--- config.mk ---
export PLATFORM = sky130hd
export DESIGN_NAME = udp_tx_arbiter
export DESIGN_NICKNAME = d
export VERILOG_FILES = /design/src/rtl/udp_tx_arbiter.sv
export SDC_FILE = /design/constraint.sdc
export NUM_CORES = 1
export LEC_CHECK = 0
export ABC_AREA = 1
export ABC_CLOCK_PERIOD_IN_PS = 2300
export CAP_MARGIN = 20
export CORE_MARGIN = 2
export CORE_UTILIZATION = 35
export CTS_CLUSTER_SIZE = 8
export DETAILED_ROUTE_END_ITERATION = 12
export GPL_ROUTABILITY_DRIVEN = 0
export GPL_TIMING_DRIVEN = 1
export PLACE_DENSITY = 0.66
export SLEW_MARGIN = 20
export SYNTH_ARGS = -nofsm -noshare
export SYNTH_HDL_FRONTEND = slang
export SYNTH_SLANG_ARGS = --single-unit
--- constraint.sdc ---
create_clock -name tx_clock -period 2.3 [get_ports tx_clock]
set_input_delay 0.345 -clock tx_clock [delete_from_list [all_inputs] [get_ports tx_clock]]
set_output_delay 0.345 -clock tx_clock [all_outputs]
set_load 0.01 [all_outputs]
--- src/rtl/udp_tx_arbiter.sv ---
// -----------------------------------------------------------------------------
// udp_tx_arbiter
// Shares the single UDP transmit port of the network block among NREQ frame
// sources in the tx_clock domain. Source 0 (discovery) has strict priority;
// sources 1..NREQ-1 are served round-robin. One frame is sequenced at a time:
// IDLE -> REQ -> XFER -> GAP -> IDLE. GAP is skipped when GAP == 0. A watchdog
// abandons a frame the network never starts.
//
// Ports
//   tx_clock, rst_n   clock (rising edge) and asynchronous active-low reset
//   tx_inhibit        1 = only source 0 may be granted
//   src_req           level request per source, held until its src_done
//   src_len           11-bit payload length per source, slice i = [11*i +: 11]
//   src_data          byte per source, slice i = [8*i +: 8]
//   src_grant         one-hot grant, held from grant until frame end
//   src_rdreq         byte pop strobe to the granted source (combinational)
//   src_done          1-cycle pulse when a frame is sent or abandoned
//   udp_tx_request    frame request to the network
//   udp_tx_length     latched length of the requested frame
//   udp_tx_data       byte to the network (combinational)
//   udp_tx_enable     network consumes a byte this cycle
//   udp_tx_active     network is transmitting the frame
//   timeout_err       sticky watchdog expiry flag
//   overrun_err       sticky flag: network asked for more bytes than latched
// -----------------------------------------------------------------------------
module udp_tx_arbiter #(
  parameter int NREQ    = 3,
  parameter int GAP     = 12,
  parameter int TIMEOUT = 4095
) (
  input  logic                 tx_clock,
  input  logic                 rst_n,
  input  logic                 tx_inhibit,
  input  logic [NREQ-1:0]      src_req,
  input  logic [NREQ*11-1:0]   src_len,
  input  logic [NREQ*8-1:0]    src_data,
  output logic [NREQ-1:0]      src_grant,
  output logic [NREQ-1:0]      src_rdreq,
  output logic [NREQ-1:0]      src_done,
  output logic                 udp_tx_request,
  output logic [10:0]          udp_tx_length,
  output logic [7:0]           udp_tx_data,
  input  logic                 udp_tx_enable,
  input  logic                 udp_tx_active,
  output logic                 timeout_err,
  output logic                 overrun_err
);

  localparam int IW = $clog2(NREQ);
  localparam int GW = 16;

  typedef enum logic [1:0] {S_IDLE, S_REQ, S_XFER, S_GAP} state_t;

  // Where a finished or abandoned frame goes next.
  localparam state_t POST_FRAME = (GAP == 0) ? S_IDLE : S_GAP;

  state_t          state_q, state_d;
  logic [NREQ-1:0] grant_q, grant_d;
  logic [NREQ-1:0] done_q, done_d;
  logic [IW-1:0]   gidx_q, gidx_d;
  logic [IW-1:0]   rr_q, rr_d;
  logic [10:0]     len_q, len_d;
  logic [10:0]     byte_cnt_q, byte_cnt_d;
  logic [11:0]     wait_cnt_q, wait_cnt_d;
  logic [GW-1:0]   gap_cnt_q, gap_cnt_d;
  logic            req_q, req_d;
  logic            active_q, active_d;
  logic            terr_q, terr_d;
  logic            oerr_q, oerr_d;

  logic [NREQ-1:0] eligible;
  logic            pick_vld;
  logic [IW-1:0]   pick_idx;
  logic [10:0]     pick_len;
  logic [7:0]      cur_byte;
  logic            in_frame;

  // Arbitration: source 0 first, otherwise scan 1..NREQ-1 starting at rr_q.
  always_comb begin
    eligible = tx_inhibit ? (src_req & NREQ'(1)) : src_req;
    pick_vld = 1'b0;
    pick_idx = '0;
    if (eligible[0]) begin
      pick_vld = 1'b1;
    end else begin
      for (int k = 0; k < NREQ - 1; k++) begin
        if (!pick_vld && eligible[1 + (int'(rr_q) - 1 + k) % (NREQ - 1)]) begin
          pick_vld = 1'b1;
          pick_idx = IW'(1 + (int'(rr_q) - 1 + k) % (NREQ - 1));
        end
      end
    end
    pick_len = '0;
    cur_byte = '0;
    for (int k = 0; k < NREQ; k++) begin
      if (pick_idx == IW'(k)) pick_len = src_len[11*k +: 11];
      if (gidx_q == IW'(k))   cur_byte = src_data[8*k +: 8];
    end
  end

  always_comb begin
    state_d    = state_q;
    grant_d    = grant_q;
    done_d     = '0;
    gidx_d     = gidx_q;
    rr_d       = rr_q;
    len_d      = len_q;
    byte_cnt_d = byte_cnt_q;
    wait_cnt_d = wait_cnt_q;
    gap_cnt_d  = gap_cnt_q;
    req_d      = req_q;
    active_d   = udp_tx_active;
    terr_d     = terr_q;
    oerr_d     = oerr_q;
    src_rdreq  = '0;
    udp_tx_data = 8'h00;
    in_frame   = (byte_cnt_q < len_q);

    case (state_q)
      S_IDLE: begin
        if (pick_vld) begin
          grant_d    = NREQ'(1) << pick_idx;
          gidx_d     = pick_idx;
          len_d      = pick_len;
          byte_cnt_d = '0;
          wait_cnt_d = '0;
          req_d      = 1'b1;
          state_d    = S_REQ;
        end
      end
      S_REQ: begin
        if (udp_tx_active) begin
          req_d   = 1'b0;
          state_d = S_XFER;
        end else if (wait_cnt_q == 12'(TIMEOUT - 1)) begin
          // Network never started the frame: release the source.
          terr_d    = 1'b1;
          done_d    = grant_q;
          grant_d   = '0;
          req_d     = 1'b0;
          gap_cnt_d = '0;
          state_d   = POST_FRAME;
        end else begin
          wait_cnt_d = wait_cnt_q + 12'd1;
        end
      end
      S_XFER: begin
        if (in_frame) udp_tx_data = cur_byte;
        if (udp_tx_enable) begin
          if (in_frame) begin
            src_rdreq  = grant_q;
            byte_cnt_d = byte_cnt_q + 11'd1;
          end else begin
            oerr_d = 1'b1;
          end
        end
        // Frame end is the falling edge of udp_tx_active.
        if (active_q && !udp_tx_active) begin
          done_d    = grant_q;
          grant_d   = '0;
          gap_cnt_d = '0;
          state_d   = POST_FRAME;
          if (gidx_q != '0) begin
            rr_d = (gidx_q == IW'(NREQ - 1)) ? IW'(1) : gidx_q + IW'(1);
          end
        end
      end
      S_GAP: begin
        if (gap_cnt_q == GW'(GAP - 1)) state_d = S_IDLE;
        else                           gap_cnt_d = gap_cnt_q + GW'(1);
      end
      default: state_d = S_IDLE;
    endcase
  end

  always_ff @(posedge tx_clock or negedge rst_n) begin
    if (!rst_n) begin
      state_q    <= S_IDLE;
      grant_q    <= '0;
      done_q     <= '0;
      gidx_q     <= '0;
      rr_q       <= IW'(1);
      len_q      <= '0;
      byte_cnt_q <= '0;
      wait_cnt_q <= '0;
      gap_cnt_q  <= '0;
      req_q      <= 1'b0;
      active_q   <= 1'b0;
      terr_q     <= 1'b0;
      oerr_q     <= 1'b0;
    end else begin
      state_q    <= state_d;
      grant_q    <= grant_d;
      done_q     <= done_d;
      gidx_q     <= gidx_d;
      rr_q       <= rr_d;
      len_q      <= len_d;
      byte_cnt_q <= byte_cnt_d;
      wait_cnt_q <= wait_cnt_d;
      gap_cnt_q  <= gap_cnt_d;
      req_q      <= req_d;
      active_q   <= active_d;
      terr_q     <= terr_d;
      oerr_q     <= oerr_d;
    end
  end

  assign src_grant      = grant_q;
  assign src_done       = done_q;
  assign udp_tx_request = req_q;
  assign udp_tx_length  = len_q;
  assign timeout_err    = terr_q;
  assign overrun_err    = oerr_q;

endmodule
# Word level (Yosys, flattened, before mapping)
# Index checks and enable logic that the tools add are counted.
# word_totals
out_inout_bits	31
wordCells	128
ff_bits	66
input_bits	65
# op_classes
n_mux	58
n_addsub	8
shifts	1
magnitude_cmp	3
eq_ne	19
reduce_logical	22
n_bitwise	4
# op_table
op	count
2-to-1 mux 11 bit	6
less-than comparator 32 x 4 -> 1 bit (second input constant)	2
2-to-1 mux 16 bit	4
case mux 16 bit (3 select lines)	1
2-to-1 mux 8 bit	5
2-to-1 mux 12 bit	3
2-to-1 mux 3 bit	11
case mux 12 bit (2 select lines)	1
case mux 11 bit (2 select lines)	1
2-to-1 mux 2 bit	9
!= test 2 bit (second input constant)	9
adder 16 x 1 -> 16 bit (second input constant)	1
equality test 16 x 4 -> 1 bit (second input constant)	1
adder 12 x 1 -> 12 bit (second input constant)	1
equality test 12 bit (second input constant)	1
AND reduction 3 bit	4
AND reduction 4 bit	3
adder 11 x 1 -> 11 bit (second input constant)	1
less-than comparator 11 bit	1
2-to-1 mux 1 bit	11
AND reduction 5 bit	2
case mux 3 bit (3 select lines)	1
equality test 2 bit (second input constant)	4
case mux 2 bit (4 select lines)	1
18 further kinds	31

# Logic depth before layout (Yosys ltp)
# logic_depth
word_depth	16
depth_mapped	13
mapped_depth_nobuf	12

# Worst setup path after synthesis
# Ideal clock, no wire load.
# synth_path
path_kind	register to output
startpoint	register len_q[10], in the netlist udp_tx_length[10]
endpoint	output udp_tx_data[0]
path_buffers	0
t_arrival_ps	1499
path_stages_with_launch	9
path_slack_ps	456
t_required_ps	1955
path_cell_list	dfrtp_1 > inv_1 > ha_1 > nand2_1 > inv_1 > nor2_1 > o21a_1 > nand4_2 > a31oi_1
# synth_between
elab_chain_len	3
# synth_rtl
item	line	text
start, declared	62	logic [10:0] len_q, len_d;
start signal, assigned	197	len_q <= len_d;
less-than comparator 11 bit	117	in_frame = (byte_cnt_q < len_q);
2-to-1 mux 8 bit	148	if (in_frame) udp_tx_data = cur_byte;
2-to-1 mux 8 bit	119	case (state_q)
end, declared	42	output logic [7:0] udp_tx_data,
# No other way between the ends.

# Final worst setup path
# Same ends and word-level chain as after synthesis.

==> metrics.md <==
| Metric | Value |
|---|---|
| Antenna Cells | `0` |
| Die area | `13,790 um^2` |
| Worst slew slack as a fraction of its limit | `0.5511` |
| Horiz. Die Dim | `117.4 um` |
| Final cell count without fillers | `952` |
| Part of the total power dissipated in sequential elements | `0.244` |
| CTS H-Tree Depth | `3` |
| Cell type contributing the most total cell area after synthesis | `sky130_fd_sc_hd__dfrtp_1` |
| Relative contribution of combinational cells to total power | `0.496` |
| Core region area | `12,570 um^2` |
| Final core area utilization | `0.5072` |
| Cts bufs inserted | `9` |
| Pin count of the biggest net entering global routing | `31` |
| Global-route wire length before repair | `21,440 um` |
| Worst-Margin Slew | `0.6734 ns` |
| Number of search-and-repair iterations in the first detailed-routing pass | `5` |
| Async set or reset register ratio after synthesis | `1.000` |
| Total half-perimeter wirelength after legalization and detailed placement | `slightly below 10,000 um` |
| Share of cells above drive strength 1 | `0.1641` |
| DRC viols | `0` |
| Peak VDD IR | `between 0.0005 and 0.0006 V` |
| Count of placed standard cells including taps | `930` |
| Switching power of the nets | `about 2.7 mW` |
| Number of nets in the finished design | `~860` |
| Number of port buffers | `95` |
| Internal power contribution | `roughly 3.9 mW` |
| Share of the yosys chip area belonging to registers | `0.3669` |
| Clock root buffer | `sky130_fd_sc_hd__clkbuf_16` |
| Pwr/cell area | `1025 nW/um^2` |
| Min Clock Period, post-route | `between 2 and 2.5 ns` |
| Initial cell density of the core | `0.3584` |
| Data required, critical path | `1.96 ns` |
| Clock tree from TritonCTS | `done` |
| Cell breakdown of the critical path | `inv_2 > ha_4 > nand2_2 > inv_2 > nor2_2 > o21a_1 > nand4_2 > buf_12 > a31oi_1 > buf_2` |
| Critical path class | `reg2out` |
| Most used DFF post-synth | `sky130_fd_sc_hd__dfrtp_1` |
| F_max | `433.5 MHz` |
| Largest clock skew in the final design | `0.006901 ns` |
| Number of sinks handled by clock tree synthesis | `66` |
| Layout-stage area growth over the synthesis result | `41.53%` |
| Core Rows | `41` |
| Reported leakage power | `2.977 nW` |
| Delay-heaviest family, CP | `buffers and inverters` |
| Post-Synthesis Net Count | `~720` |
| Post-DR vias/cell | `4.915` |
| Flip-flop and latch count after synthesis | `66` |
| DRT Wirelength | `about 13,000 um` |
| Critical path peak fanout | `9` |
| FF/Latch Area | `~1700 um^2` |
| Via count of the first global-routing pass | `about 4.6k` |
| Final Max Slew Viols | `0` |
| WP buf/inv | `4` |
| Delay of the slowest critical-path stage | `0.39 ns` |
| DRC marker count from the first detailed-route iteration | `approximately 340` |
| Unrepaired setup endpoints after global routing | `yes` |
| Switching share of power | `0.4093` |
| Number of filler cells placed in the layout | `around 1.2k` |
| Number of flops mapped to enable cells by yosys | `0` |
| Period Utilization, post-route | `1.003` |
| Setup violations, final | `1` |
| Total grt overflow | `0` |
| Share of Yosys cell area claimed by the top area cell type | `0.3611` |
| Tightest hold margin | `0.04337 ns` |
| Max capacitance violation total | `0` |
| Syn. warnings | `0` |
| Library cells used by synthesis | `35` |
| Signal arrival time at the worst endpoint | `approximately 2.0 ns` |
| Most common cell after layout, fill and taps aside | `sky130_fd_sc_hd__nand2_1` |
| Area used by multi-input combinational logic | `2634 um^2` |
| Clk_lat worst skew | `between 0.3 and 0.4 ns` |
| Remaining antenna violation count after routing | `0` |
| Sum of internal, switching and leakage power | `6.532 mW` |
| Clock transition at path regs | `0.06 ns` |
| Antenna violations before repair | `0` |
| Status | `finished, violations left` |
| Mean Syn Cell Area | `7.027 um^2` |
| Via count of the routed design | `4,679` |
| Startpoint type of the worst setup path | `flop` |
| Vertical extent of the die | `around 120 um` |
| Worst Hold Class | `in2async` |
| Cell type with the highest occurrence count on the critical path | `sky130_fd_sc_hd__inv_2` |
| Post-route setup slack | `-0.006881 ns` |
| Max Root-Sink Buffers | `2` |
| Slowest CP cell | `sky130_fd_sc_hd__dfrtp_1` |
| Number of instances in the synthesized netlist | `641` |
| Most frequent cells in the layout | `sky130_fd_sc_hd__nand2_1, sky130_fd_sc_hd__clkdlybuf4s50_1, sky130_fd_sc_hd__nor2_1` |
| I/O pin count | `96` |
| Global router's overall resource usage | `0.1887` |
| Wire length per cell | `about 14 um` |
| Post-synthesis instance area | `roughly 4500 um^2` |
| Violated checks | `negative setup slack` |
| Relative contribution of the clock network to total power | `0.260` |
| Total count of hold-check failures in the final report | `0` |
| Critical path endpoint category | `output pin` |
| Most area-consuming cells after synthesis | `sky130_fd_sc_hd__dfrtp_1, sky130_fd_sc_hd__nand2_1, sky130_fd_sc_hd__nand3_1, sky130_fd_sc_hd__nor2_1, sky130_fd_sc_hd__xor2_1` |
cell type report:
cell class                 count  area share
multi-input combinational    492      0.4132
sequential                    66      0.2593
timing repair buffer         140      0.1967
inverter                      66     0.03965
clock buffer                   9     0.03533
tap                          172     0.03376
clock inverter                 7     0.02218
final timing paths:
kind	startpoint	to	slack, ns	cells after the start
setup / recovery	udp_tx_length[10]$_DFFE_PN0P_	udp_tx_data[0]	-0.007	10
hold / removal	rst_n	byte_cnt_q[3]$_DFFE_PN0P_	0.04	1
setup reg to reg	udp_tx_length[10]$_DFFE_PN0P_	byte_cnt_q[1]$_DFFE_PN0P_	0.17	12
hold reg to reg	overrun_err$_DFFE_PN0P_	overrun_err$_DFFE_PN0P_	0.47	1
max in group asynchronous	rst_n	rr_q[0]$_DFFE_PN1P_	1.55	2
min in group tx_clock	overrun_err$_DFFE_PN0P_	overrun_err$_DFFE_PN0P_	0.47	1
power by group through the flow:
stage / Clock, mW / Sequential (mW) / Combinational, mW
floorplan: 0 / 1.66 / 1.82
CTS: 1.71 / 1.59 / 3.08
global placement: 0 / 1.59 / 3.02
finish: 1.70 / 1.59 / 3.24
detailed placement: 0 / 1.60 / 3.08
global route: 1.78 / 1.62 / 3.59
synth_stat cells (2+ instances only):
| library cell | number |
|---|---|
| sky130_fd_sc_hd__nand3b_1 | 2 |
| sky130_fd_sc_hd__nor2_2 | 2 |
| sky130_fd_sc_hd__clkbuf_1 | 4 |
| sky130_fd_sc_hd__buf_4 | 2 |
| sky130_fd_sc_hd__o21ai_2 | 10 |
| sky130_fd_sc_hd__nand4_2 | 2 |
| sky130_fd_sc_hd__inv_2 | 3 |
| sky130_fd_sc_hd__inv_1 | 62 |
| sky130_fd_sc_hd__nand3_2 | 2 |
| sky130_fd_sc_hd__dfrtp_1 | 65 |
| sky130_fd_sc_hd__a31oi_1 | 9 |
| sky130_fd_sc_hd__nand2_1 | 207 |
| sky130_fd_sc_hd__xor2_1 | 27 |
| sky130_fd_sc_hd__xnor2_1 | 3 |
| sky130_fd_sc_hd__o21ai_0 | 27 |
| sky130_fd_sc_hd__a21oi_1 | 11 |
| sky130_fd_sc_hd__buf_2 | 8 |
| sky130_fd_sc_hd__nand2_2 | 4 |
| sky130_fd_sc_hd__ha_1 | 18 |
| sky130_fd_sc_hd__nor3_1 | 16 |
| sky130_fd_sc_hd__nor2_1 | 73 |
| sky130_fd_sc_hd__nand4_1 | 6 |
| sky130_fd_sc_hd__nand3_1 | 65 |
| sky130_fd_sc_hd__buf_6 | 2 |
per-stage QoR:
step | area, um^2 | setup WS [ns] | setup TNS (ns)
2_1_floorplan | 4504 | 0.4563 | 0
3_3_place_gp | 5871 | -0.1044 | -0.6264
3_5_place_dp | 5871 | -0.2115 | -1.689
4_1_cts | 6232 | -0.06594 | -0.3875
5_1_grt | 6375 | -0.1014 | -0.7778
6_report | 6375 | -0.006881 | -0.006881
logic make-up after synthesis:
group,share of synthesized area
AOI/OAI and AO/OA,0.08222
buffers and inverters,0.08111
and+or+nand+nor,0.3614
DFF,0.3669
adders and majority gates,0.05000
xor gates and xnor gates,0.05834
sequential cells by signal (all words and copies together) (netlist names):
signal / cells
src_grant: 3
udp_tx_length: 11
wait_cnt_q: 12
byte_cnt_q: 11
gap_cnt_q: 16
overrun_err: 1
rr_q: 2
src_done: 3
timeout_err: 1
gidx_q: 2
active_q: 1
state_q: 2
udp_tx_request: 1
worst reg2reg max path, stage by stage (launching register included):
cell	delay, ns
sky130_fd_sc_hd__dfrtp_1	0.39
sky130_fd_sc_hd__inv_2	0.08
sky130_fd_sc_hd__ha_4	0.21
sky130_fd_sc_hd__nand2_2	0.07
sky130_fd_sc_hd__inv_2	0.03
sky130_fd_sc_hd__nor2_2	0.09
sky130_fd_sc_hd__o21a_1	0.18
sky130_fd_sc_hd__nand4_2	0.12
sky130_fd_sc_hd__buf_12	0.17
sky130_fd_sc_hd__buf_4	0.13
sky130_fd_sc_hd__nand2_1	0.33
sky130_fd_sc_hd__nand3b_1	0.16
sky130_fd_sc_hd__nand2_1	0.12
routing by layer:
metal  global-route usage  vias to the layer above  share of wire
met3              0.02335                       26          0.051
met4              0.07530                        0          0.023
li1                     -                     2317              -
met1               0.2521                     2165           0.45
met5                    0                        -              0
met2               0.3114                      171           0.48
timing repair:
action	4_1_cts	5_1_grt
hold buffers	0	0
resized for setup	50	23
pin swaps	2	2
setup endpoints to repair	11	17
buffers inserted	3	3
Note: power is estimated with default switching activity, not from simulation.
